[config.mk]
export PLATFORM = sky130hd
export DESIGN_NAME = bp_update_scheduler
export DESIGN_NICKNAME = d
export VERILOG_FILES = /design/src/rtl/bp_ctrl_pkg.sv /design/src/rtl/bp_rr_arbiter.sv /design/src/rtl/bp_update_scheduler.sv
export SDC_FILE = /design/constraint.sdc
export NUM_CORES = 1
export LEC_CHECK = 0
export ABC_AREA = 1
export CAP_MARGIN = 20
export CORE_ASPECT_RATIO = 1.4
export CORE_MARGIN = 2
export CORE_UTILIZATION = 41
export CTS_BUF_LIST = sky130_fd_sc_hd__clkbuf_4
export DETAILED_ROUTE_END_ITERATION = 8
export HOLD_SLACK_MARGIN = 0.1
export PLACE_DENSITY = 0.75
export REMOVE_ABC_BUFFERS = 1
export SYNTH_ARGS = -nofsm -noshare
export SYNTH_HDL_FRONTEND = slang
export SYNTH_HIERARCHICAL = 1
export SYNTH_SLANG_ARGS = --single-unit
[constraint.sdc]
create_clock -name clk -period 2.9 [get_ports clk]
set_clock_uncertainty 0.1 [all_clocks]
set_input_delay 0.725 -clock clk [delete_from_list [all_inputs] [get_ports clk]]
set_output_delay 0.725 -clock clk [all_outputs]
set_load 0.01 [all_outputs]
[src/rtl/bp_ctrl_pkg.sv]
// rtl/bp_ctrl_pkg.sv - shared defaults and sizing helper for the predictor update scheduler
package bp_ctrl_pkg;

    localparam int BP_FIFO_DEPTH_DEF = 4;
    localparam int BP_MAX_DEFER_DEF  = 3;

    // Bits needed to encode the values 0..value-1, never fewer than one.
    function automatic int clog2(input int value);
        int r;
        r = 1;
        for (int i = 1; i < 31; i++) begin
            if ((1 << i) < value) begin
                r = i + 1;
            end
        end
        return r;
    endfunction

endpackage

[src/rtl/bp_rr_arbiter.sv]
// rtl/bp_rr_arbiter.sv - round-robin grant among resolution requesters
module bp_rr_arbiter
    import bp_ctrl_pkg::*;
#(
    parameter int  NUM_REQ = 2,
    localparam int IDX_W   = clog2(NUM_REQ)
) (
    input  logic               clk,
    input  logic               rst,
    input  logic [NUM_REQ-1:0] valid,
    input  logic               enable,
    input  logic               advance,
    output logic [NUM_REQ-1:0] grant,
    output logic [IDX_W-1:0]   grant_idx
);

    logic [IDX_W-1:0] rr_ptr_q;
    logic [IDX_W-1:0] rr_ptr_d;
    logic [IDX_W-1:0] cand;
    logic             found;

    // Rotating-priority search beginning at the pointer, first valid requester wins.
    always_comb begin
        grant     = '0;
        grant_idx = '0;
        found     = 1'b0;
        cand      = rr_ptr_q;
        for (int i = 0; i < NUM_REQ; i++) begin
            if (enable && !found && valid[cand]) begin
                grant[cand] = 1'b1;
                grant_idx   = cand;
                found       = 1'b1;
            end
            cand = (cand == IDX_W'(NUM_REQ - 1)) ? '0 : cand + 1'b1;
        end
    end

    // Pointer moves just past the winner only when the grant was taken.
    always_comb begin
        rr_ptr_d = rr_ptr_q;
        if (advance) begin
            rr_ptr_d = (grant_idx == IDX_W'(NUM_REQ - 1)) ? '0 : grant_idx + 1'b1;
        end
    end

    // Pointer register.
    always_ff @(posedge clk) begin
        if (rst) begin
            rr_ptr_q <= '0;
        end else begin
            rr_ptr_q <= rr_ptr_d;
        end
    end

endmodule

[src/rtl/bp_update_scheduler.sv]
// rtl/bp_update_scheduler.sv - serialises branch resolutions onto the predictor update port
module bp_update_scheduler
    import bp_ctrl_pkg::*;
#(
    parameter int  NUM_REQ    = 2,
    parameter int  FIFO_DEPTH = BP_FIFO_DEPTH_DEF,
    parameter int  MAX_DEFER  = BP_MAX_DEFER_DEF,
    localparam int IDX_W      = clog2(NUM_REQ),
    localparam int PTR_W      = clog2(FIFO_DEPTH),
    localparam int CNT_W      = clog2(FIFO_DEPTH + 1),
    localparam int DEF_W      = clog2(MAX_DEFER + 1)
) (
    input  logic               clk,
    input  logic               rst,
    input  logic [NUM_REQ-1:0] req_valid,
    input  logic [NUM_REQ-1:0] req_taken,
    output logic [NUM_REQ-1:0] req_ready,
    input  logic               predict_request,
    output logic               update_enable,
    output logic               actual_taken,
    output logic [CNT_W-1:0]   fifo_count,
    output logic               defer_hit
);

    logic [FIFO_DEPTH-1:0] mem_q, mem_d;
    logic [PTR_W-1:0]      wr_ptr_q, wr_ptr_d;
    logic [PTR_W-1:0]      rd_ptr_q, rd_ptr_d;
    logic [CNT_W-1:0]      count_q, count_d;
    logic [DEF_W-1:0]      defer_q, defer_d;
    logic                  update_enable_q, update_enable_d;
    logic                  actual_taken_q, actual_taken_d;
    logic                  defer_hit_q, defer_hit_d;

    logic                  full;
    logic                  empty;
    logic                  transfer;
    logic                  issue;
    logic [NUM_REQ-1:0]    grant;
    logic [IDX_W-1:0]      grant_idx;

    // A full FIFO refuses everyone, even when the head leaves this same cycle.
    assign full     = (count_q == CNT_W'(FIFO_DEPTH));
    assign empty    = (count_q == '0);
    assign transfer = |grant;
    // Hold off while fetch predicts so the GHR-hashed index stays stable, but never forever.
    assign issue    = !empty && (!predict_request || (defer_q == DEF_W'(MAX_DEFER)));

    bp_rr_arbiter #(
        .NUM_REQ (NUM_REQ)
    ) u_arb (
        .clk       (clk),
        .rst       (rst),
        .valid     (req_valid),
        .enable    (!rst && !full),
        .advance   (transfer),
        .grant     (grant),
        .grant_idx (grant_idx)
    );

    assign req_ready     = grant;
    assign update_enable = update_enable_q;
    assign actual_taken  = actual_taken_q;
    assign defer_hit     = defer_hit_q;
    assign fifo_count    = count_q;

    // Next-state for FIFO, defer counter and the registered update port.
    always_comb begin
        mem_d           = mem_q;
        wr_ptr_d        = wr_ptr_q;
        rd_ptr_d        = rd_ptr_q;
        count_d         = count_q;
        update_enable_d = issue;
        actual_taken_d  = issue ? mem_q[rd_ptr_q] : actual_taken_q;
        defer_hit_d     = issue && predict_request;
        // Not issuing with entries pending only happens while predict_request holds us off.
        defer_d         = (empty || issue) ? '0 : defer_q + 1'b1;

        if (transfer) begin
            mem_d[wr_ptr_q] = req_taken[grant_idx];
            wr_ptr_d        = wr_ptr_q + 1'b1;
        end
        if (issue) begin
            rd_ptr_d = rd_ptr_q + 1'b1;
        end
        case ({transfer, issue})
            2'b10:   count_d = count_q + 1'b1;
            2'b01:   count_d = count_q - 1'b1;
            default: count_d = count_q;
        endcase
    end

    // State registers; reset drops any pending updates without issuing them.
    always_ff @(posedge clk) begin
        if (rst) begin
            mem_q           <= '0;
            wr_ptr_q        <= '0;
            rd_ptr_q        <= '0;
            count_q         <= '0;
            defer_q         <= '0;
            update_enable_q <= 1'b0;
            actual_taken_q  <= 1'b0;
            defer_hit_q     <= 1'b0;
        end else begin
            mem_q           <= mem_d;
            wr_ptr_q        <= wr_ptr_d;
            rd_ptr_q        <= rd_ptr_d;
            count_q         <= count_d;
            defer_q         <= defer_d;
            update_enable_q <= update_enable_d;
            actual_taken_q  <= actual_taken_d;
            defer_hit_q     <= defer_hit_d;
        end
    end

endmodule
# Word-level counts from Yosys, hierarchy flattened
# Cells that the tools add are included.
# totals
regBits	17
latch_bits	0
ram_bits	0
romBits	0
inputBits	7
output_inout_bits	8
elab_cells	72
n_memories	0
# classes
add_sub_neg	7
multipliers	0
div	0
order_cmp	8
eq_ne	4
n_shift	0
n_mux	23
bitwise	1
n_reduce_logical	20
# ops
op	n
1-bit 2-to-1 mux	15
1-bit logical AND	9
2-bit by 1-bit adder with 2-bit output, second input constant	3
1-bit by 2-bit less-than comparator with 1-bit output, second input constant	3
2-bit by 3-bit less-than comparator with 1-bit output, second input constant	2
3-bit case mux with 2 select lines	1
1-bit logical NOT	5
4-bit bitwise mux	1
2-bit equality test, second input constant	2
2-bit 2-to-1 mux	2
2-bit OR reduction	2
3-bit by 1-bit adder with 3-bit output, second input constant	1
3-bit equality test, second input constant	1
3-bit logical NOT	1
3-bit by 1-bit subtractor with 3-bit output, second input constant	1
1-bit adder, second input constant	2
1-bit binary-select mux with 2-bit select	1
1-bit demux with 1-bit select	2
1-bit demux with 2-bit select	1
2-bit by 1-bit equality test with 1-bit output, second input constant	1
1-bit >= comparator, second input constant	2
2-bit by 1-bit >= comparator with 1-bit output, second input constant	1
1-bit logical OR	2
2-bit bitwise OR	1
2-bit nonzero test	1

# Logic depth before layout (Yosys ltp)
# Gate-level depths: netlist (run 1).
# logic_depth
word_depth	12
ltp_mapped	14
depth_no_buf	14

# Hierarchy
# The synthesis (run 1) kept the hierarchy.
# by_module_without_submodules
mod	instances	cells_per_inst	area_each_um2	seq_area_each_um2
bp_update_scheduler	1	111	808.3	320.3
bp_rr_arbiter	1	18	98.8	20.0

# Least setup slack after synthesis (run 1)
# OpenSTA, ideal clock, no wires.
# synth_timing
path_type	input -> register
start	input port rst
end	register count_q[1] (netlist: fifo_count[1])
setup_time_ns	0.070
t_arrival_ns	2.127
required_ns	2.730
setup_slack_ns	0.604
stages	8
n_path_buf	0
cell_sequence	a21oi_1 -> nand2_1 -> nor2_1 -> nor2_2 -> ha_1 -> inv_1 -> fa_1 -> a21oi_1
# synth_via
elab_chain_len	11
word_cells_on_any_way	15
cone_classes	eq/ne: 2; mux: 4; bitwise: 1; reduce/logical: 8
# synth_lines
element	line	source
start, declared	bp_update_scheduler.sv:14	input logic rst,
1-bit logical NOT *	bp_update_scheduler.sv:54	.enable (!rst && !full),
1-bit logical AND *	bp_update_scheduler.sv:54	
1-bit logical AND	bp_rr_arbiter.sv:29	if (enable && !found && valid[cand]) begin
1-bit 2-to-1 mux	bp_rr_arbiter.sv:29	
1-bit logical NOT	bp_rr_arbiter.sv:29	
1-bit logical AND (2 in a row)	bp_rr_arbiter.sv:29	
2-bit 2-to-1 mux *	bp_rr_arbiter.sv:29	
net req_ready[0]	bp_update_scheduler.sv:17	output logic [NUM_REQ-1:0] req_ready,
2-bit OR reduction *	bp_update_scheduler.sv:44	assign transfer = |grant;
2-bit by 1-bit equality test with 1-bit output or 2-bit equality test (tied branches)	bp_update_scheduler.sv:85	case ({transfer, issue})
3-bit case mux with 2 select lines or 2-bit nonzero test (tied branches)	--	
end signal, assigned	bp_update_scheduler.sv:107	count_q <= count_d;
end, declared	bp_update_scheduler.sv:28	logic [CNT_W-1:0] count_q, count_d;
# The timed path passes the listed nets; every way through them passes the cells marked *.
# A chain may end at the register's enable or synchronous reset.

# Final worst setup path (run 1)
# layout_timing
start	input port rst
end	output port req_ready[0]
# layout_via
elab_chain_len	8
word_cells_on_any_way	10
cone_classes	mux: 3; bitwise: 1; reduce/logical: 6
# layout_lines
element	line
1-bit logical NOT *	bp_update_scheduler.sv:54
1-bit logical AND *	bp_update_scheduler.sv:54
1-bit logical AND	bp_rr_arbiter.sv:29
1-bit 2-to-1 mux	bp_rr_arbiter.sv:29
1-bit logical NOT	bp_rr_arbiter.sv:29
1-bit logical AND (2 in a row)	bp_rr_arbiter.sv:29
2-bit 2-to-1 mux *	bp_rr_arbiter.sv:29
end, declared	bp_update_scheduler.sv:17
# Mark *: on every way between the ends. The rest lies on a longest branch, timed or not.

==> results of run 1 <==
==> cell usage after synthesis, types with 2 or more instances <==
library cell / instances / area (um2)
nand4_1: 2 / 12.51
nand2_1: 25 / 93.84
a21oi_1: 11 / 55.05
o21ai_0: 5 / 25.02
o21ai_1: 4 / 20.02
nor2_1: 15 / 56.30
inv_1: 24 / 90.09
dfxtp_1: 17 / 340.3
inv_2: 2 / 7.510
nand3_1: 4 / 20.02
ha_1: 6 / 75.07
nor2_2: 2 / 12.51
and3_2: 2 / 15.01
nand2_2: 5 / 31.28
==> kinds of logic after synthesis <==
group	count (synthesis)
and+or+nand+nor	55
AOI/OAI and AO/OA	22
adders and majority gates	7
buffers and inverters	28
DFF	17
==> per-stage QoR <==
| step | hold slack [ns] | total power [mW] | setup WS, ns |
|---|---|---|---|
| floorplan | 0.2985 | 0.5562 | 0.6035 |
| global placement | 0.3075 | 0.6699 | -0.1086 |
| detailed placement | 0.3205 | 0.6861 | -0.1373 |
| CTS | 0.3346 | 0.8309 | 0.004425 |
| global route | 0.3519 | 0.9023 | 0.04264 |
| finish | 0.3307 | 0.8253 | 0.1470 |
==> sequential cells by signal, summed over array words and instances, names as in the netlist, named ones only <==
signal / flops
wr_ptr_q: 2
defer_hit: 1
update_enable: 1
fifo_count: 3
mem_q: 4
rd_ptr_q: 2
actual_taken: 1
defer_q: 2
==> where the power goes <==
| part | switching, mW | leakage, nW | internal [mW] |
|---|---|---|---|
| sequential | 0.0420 | 0.139 | 0.285 |
| clock | 0.0749 | 0.0184 | 0.0629 |
| combinational | 0.200 | 0.401 | 0.160 |
| total | 0.317 | 0.559 | 0.508 |
==> what timing repair did <==
action	in CTS	in global routing
setup endpoints to repair	2	1
buffers inserted	1	0
gates resized for setup	2	1
hold buffers	0	0
==> worst max-delay path by stage <==
stage                     from                    endpoint  cells past startpoint
after floorplan            rst  fifo_count[1]$_SDFFE_PP0P_                      8
after global placement     rst                req_ready[0]                      5
after detailed placement   rst                req_ready[0]                      5
after CTS                  rst                req_ready[1]                      4
after global routing       rst  fifo_count[2]$_SDFFE_PP0P_                     15
final                      rst                req_ready[0]                      6
==> critical path, delay by kind of cell <==
kind                   cells  cell delay [ns]
AOI/OAI and AO/OA          1             0.15
buffers and inverters      3             0.87
and+or+nand+nor            2             0.18
==> area by class of cell <==
| cell class | instances | area share (%) |
|---|---|---|
| tap | 22 | 2.418 |
| timing repair buffer | 20 | 16.37 |
| multi-input combinational | 84 | 40.11 |
| inverter | 26 | 8.571 |
| clock buffer | 4 | 2.637 |
| sequential | 17 | 29.89 |
==> metal layers <==
metal,up-vias,part of all wire (%),track usage [%]
li1,442,-,-
met1,390,44,17.36
met2,16,50,28.57
met3,4,4.4,2.719
met4,0,2.1,12.12
met5,-,0,0
==> summary.txt, run 1 <==
outcome: finished clean
TNS Setup: 0 ns
reg-to-reg startpoint: fifo_count[0]$_SDFFE_PP0P_
# IOs: 15
Slowest-stage cell, CP: clkdlybuf4s50_1
n_diodes: 0
most frequent cells in the layout: 25 x nand2_1, 24 x inv_1, 17 x dfxtp_1, 15 x nor2_1, 12 x clkdlybuf4s50_1
Post-DP Area: 1096 um2
layout cells sized above 1: 15.23%
Final nets: 166
clk root buf: clkbuf_4
Synth async-reset ratio: 0%
largest family of logic cells by synthesized area: simple AND/OR/NAND/NOR gates
maxcap violations: 0
Die H: 59.66 um
Hold EP: defer_q[0]$_SDFF_PP0_
Leak: 0.5586 nW
CP arrival: 1.93 ns
number of synthesized flops with an enable pin: 0
Storage cell area: 340.3 um2
Primary FF master, synth: dfxtp_1
class of the worst hold path: flop to flop
YS warnings: 6
Post-Synth XOR/XNOR Area: 0%
core area: 2127 um2
Post-Synth Adder-Cell Area: 10.48%
commonest non-fill, non-tap cell in the layout: nand2_1
unrepaired setup endpoints after global routing: false
fin cells: 173
Yosys cell types: 19
Critical R2R Capture: fifo_count[2]$_SDFFE_PP0P_
# setup viols final: 0
WL per Instance: 10.18 um
clk sinks: 17
Post-Syn Area per Cell: 7.032 um2
largest net degree at the start of global routing: 13
CP Cell Sequence: clkdlybuf4s50_1, a21oi_2, buf_4, nand2_1, nor2_1, dlygate4sd2_1
Peak VDD IR: 0.3743 mV
Max transition margin: 77.06%
vias in the first global route: 813
DP Cell Count: 168
sequential share of the synthesized area: 37.52%
Worst Tran Pin Value: 0.3437 ns
total CTS buffers: 3
Routed WL: 1761 um
r2r worst-path depth: 16
CP Max Fanout: 3
Cells after Synth: 129
GPL Wtd Cong: 0.7665
Fin. Hold Viols: 0
gr ovfl total: 0
Filler cells: 198
first-pass GRT wire length: 3174 um
CTS HTree Levels: 1
Synth-to-Final Area Change: 25.52%
initial core utilization: 42.65%
Worst-Skew Late Latency: 0.29 ns
flop and latch count out of synthesis: 17
simple logic cell fraction of the synthesized area: 26.62%
Slew Limit Fails: 0
Cell Area, Synth: 907.1 um2
mux contribution to synthesized area: 0%
period utilization: 94.93%
post-route cell area: 1139 um2
multi-input logic area: 456.7 um2
drt pass-1 iters: 4
minimum clock period after layout: 2.753 ns
post-route ant nets: 0
die area: 2610 um2
Die W: 43.76 um
initial antenna violation count: 0
fmax: 363.2 MHz
# DRC: 0
Startpoint Class: primary input
slowest stage delay, CP: 0.46 ns
Pwr per Cell Area: 724.8 nW/um2
r2r setup slk: 0.54 ns
number of cell rows: 20
required time worst endpoint: 2.08 ns
Setup CP Type: primary input to primary output
endpoint class of the critical path: primary output
TritonCTS clock tree: yes
post-synthesis compound-gate area fraction: 12.83%
Worst Hold Path Cells: 1
CTS clk-pin slew, worst paths: 0.10 ns
dpl hpwl: 1357 um
Max clock buf depth: 2
via count: 852
initial drt markers: 11
Via density: 4.925
Hold Path Origin: defer_q[0]$_SDFF_PP0_
GRT Total Usage: 16.43%
fin util: 53.53%
port bufs: 14
No activity file was read; power rests on OpenSTA's default activity.
==> run 2, diff against run 1 <==
Settings changed: REMOVE_ABC_BUFFERS 1 to not set.
==> summary.txt, run 2 (synthesis gave the netlist of run 1 again) <==
Peak VDD IR: 0.3365 mV
gr ovfl total: 0
Largest register FFs: 4
hold_ws: 0.3282 ns
initial antenna violation count: 0
Slowest-stage cell, CP: clkdlybuf4s50_1
GPL Wtd Cong: 0.7636
maxcap violations: 0
top layer in use: met4
multi-input logic area: 456.7 um2
most frequent cells in the layout: 25 x nand2_1, 24 x inv_1, 17 x dfxtp_1, 15 x nor2_1, 12 x clkdlybuf4s50_1
fin cells: 172
port bufs: 14
Post-Syn Nets: 143
Worst-Skew Late Latency: 0.30 ns
GRT Total Usage: 15.85%
largest net degree at the start of global routing: 13
Startpoint Class: primary input
met3 WL post-DR: 74 um
Slew Limit Fails: 0
Overall Power: 816.2 uW
CP arrival: 1.92 ns
dpl hpwl: 1339 um
n_diodes: 0
Final nets: 165
minimum clock period after layout: 2.749 ns
number of cell rows: 20
Max clock buf depth: 2
slowest stage delay, CP: 0.43 ns
class of the worst hold path: flop to flop
Die H: 59.66 um
TritonCTS clock tree: yes
period utilization: 94.80%
DP Cell Count: 167
Filler cells: 206
vias in the first global route: 835
WL per Instance: 9.971 um
Synth-to-Final Area Change: 24.41%
Worst Tran Pin Value: 0.3132 ns
Setup CP Type: primary input to primary output
required time worst endpoint: 2.08 ns
endpoint class of the critical path: primary output
CP Max Fanout: 3
# IOs: 15
post-route ant nets: 0
clk sinks: 17
CTS clk-pin slew, worst paths: 0.11 ns
Via density: 4.820
Storage cell area: 340.3 um2
via count: 829
fmax: 363.8 MHz
CP Cell Sequence: clkdlybuf4s50_1, a21oi_2, buf_4, nand2_1, nor2_1, dlygate4sd2_1
TNS Setup: 0 ns
Top reg by flops: mem_q
first-pass GRT wire length: 3180 um
Max transition margin: 79.10%
routed wl met2: 915 um
pre-CTS setup slack: -0.1242 ns
Post-CTS Hold Fix Bufs: 0
Die W: 43.76 um
initial core utilization: 42.65%
Routed WL: 1715 um
final worst slack: 0.1509 ns
outcome: finished clean
initial drt markers: 9
die area: 2610 um2
met1 wire length: 696 um
drt pass-1 iters: 4
# DRC: 0
Pwr per Cell Area: 723.2 nW/um2
unrepaired setup endpoints after global routing: false
Leak: 0.5531 nW
CTS HTree Levels: 1
commonest non-fill, non-tap cell in the layout: nand2_1
# setup viols final: 0
core area: 2127 um2
layout cells sized above 1: 14.67%
Fin. Hold Viols: 0
total CTS buffers: 3
clk root buf: clkbuf_4
==> run 2: changes by cell type in the layout (fill, tap and decap cells not counted) <==
| cell | change |
|---|---|
| clkinv_2 | +1 |
| buf_4 | -1 |
| clkbuf_4 | -1 |
==> run 2: power breakdown <==
part / internal (mW) / switching [mW]
Sequential: 0.285 / 0.0421
Clock: 0.0514 / 0.0806
Combinational: 0.158 / 0.199
==> run 2: worst paths after layout <==
path / cells past startpoint / slack, ns / startpoint / end
setup / recovery: 6 / 0.15 / rst / req_ready[0]
hold / removal: 1 / 0.33 / defer_q[0]$_SDFF_PP0_ / defer_q[0]$_SDFF_PP0_
setup reg to reg: 15 / 0.58 / fifo_count[0]$_SDFFE_PP0P_ / fifo_count[2]$_SDFFE_PP0P_
hold reg to reg: 1 / 0.33 / defer_q[0]$_SDFF_PP0_ / defer_q[0]$_SDFF_PP0_
==> run 2: cell type report <==
class / instances / share of cell area [%]
multi-input combinational: 84 / 40.47
sequential: 17 / 30.16
timing repair buffer: 19 / 15.85
inverter: 26 / 8.647
tap: 22 / 2.439
clock buffer: 3 / 1.996
clock inverter: 1 / 0.4435
==> run 2: per-layer routing <==
layer | up-vias | global-route usage [%]
li1 | 442 | -
met1 | 363 | 17.67
met2 | 20 | 29.62
met3 | 4 | 2.719
met4 | 0 | 5.195
met5 | - | 0
==> run 2: worst max-delay path: cells and delay by family <==
family                 cells  cell delay, ns
AOI/OAI and AO/OA          1            0.16
buffers and inverters      3            0.85
and+or+nand+nor            2            0.18
==> run 2: what timing repair did <==
item                       CTS  global route
pin swaps                    0             0
buffers inserted             1             0
gates resized for setup      2             1
setup endpoints to repair    2             1
==> run 2: per-stage QoR <==
stage                     utilization, %  instance area [um2]
final                              53.06                 1129
after global routing               53.06                 1129
after CTS                          52.94                 1126
after detailed placement           51.18                 1089
after global placement             51.18                 1089
after floorplan                        -                907.1
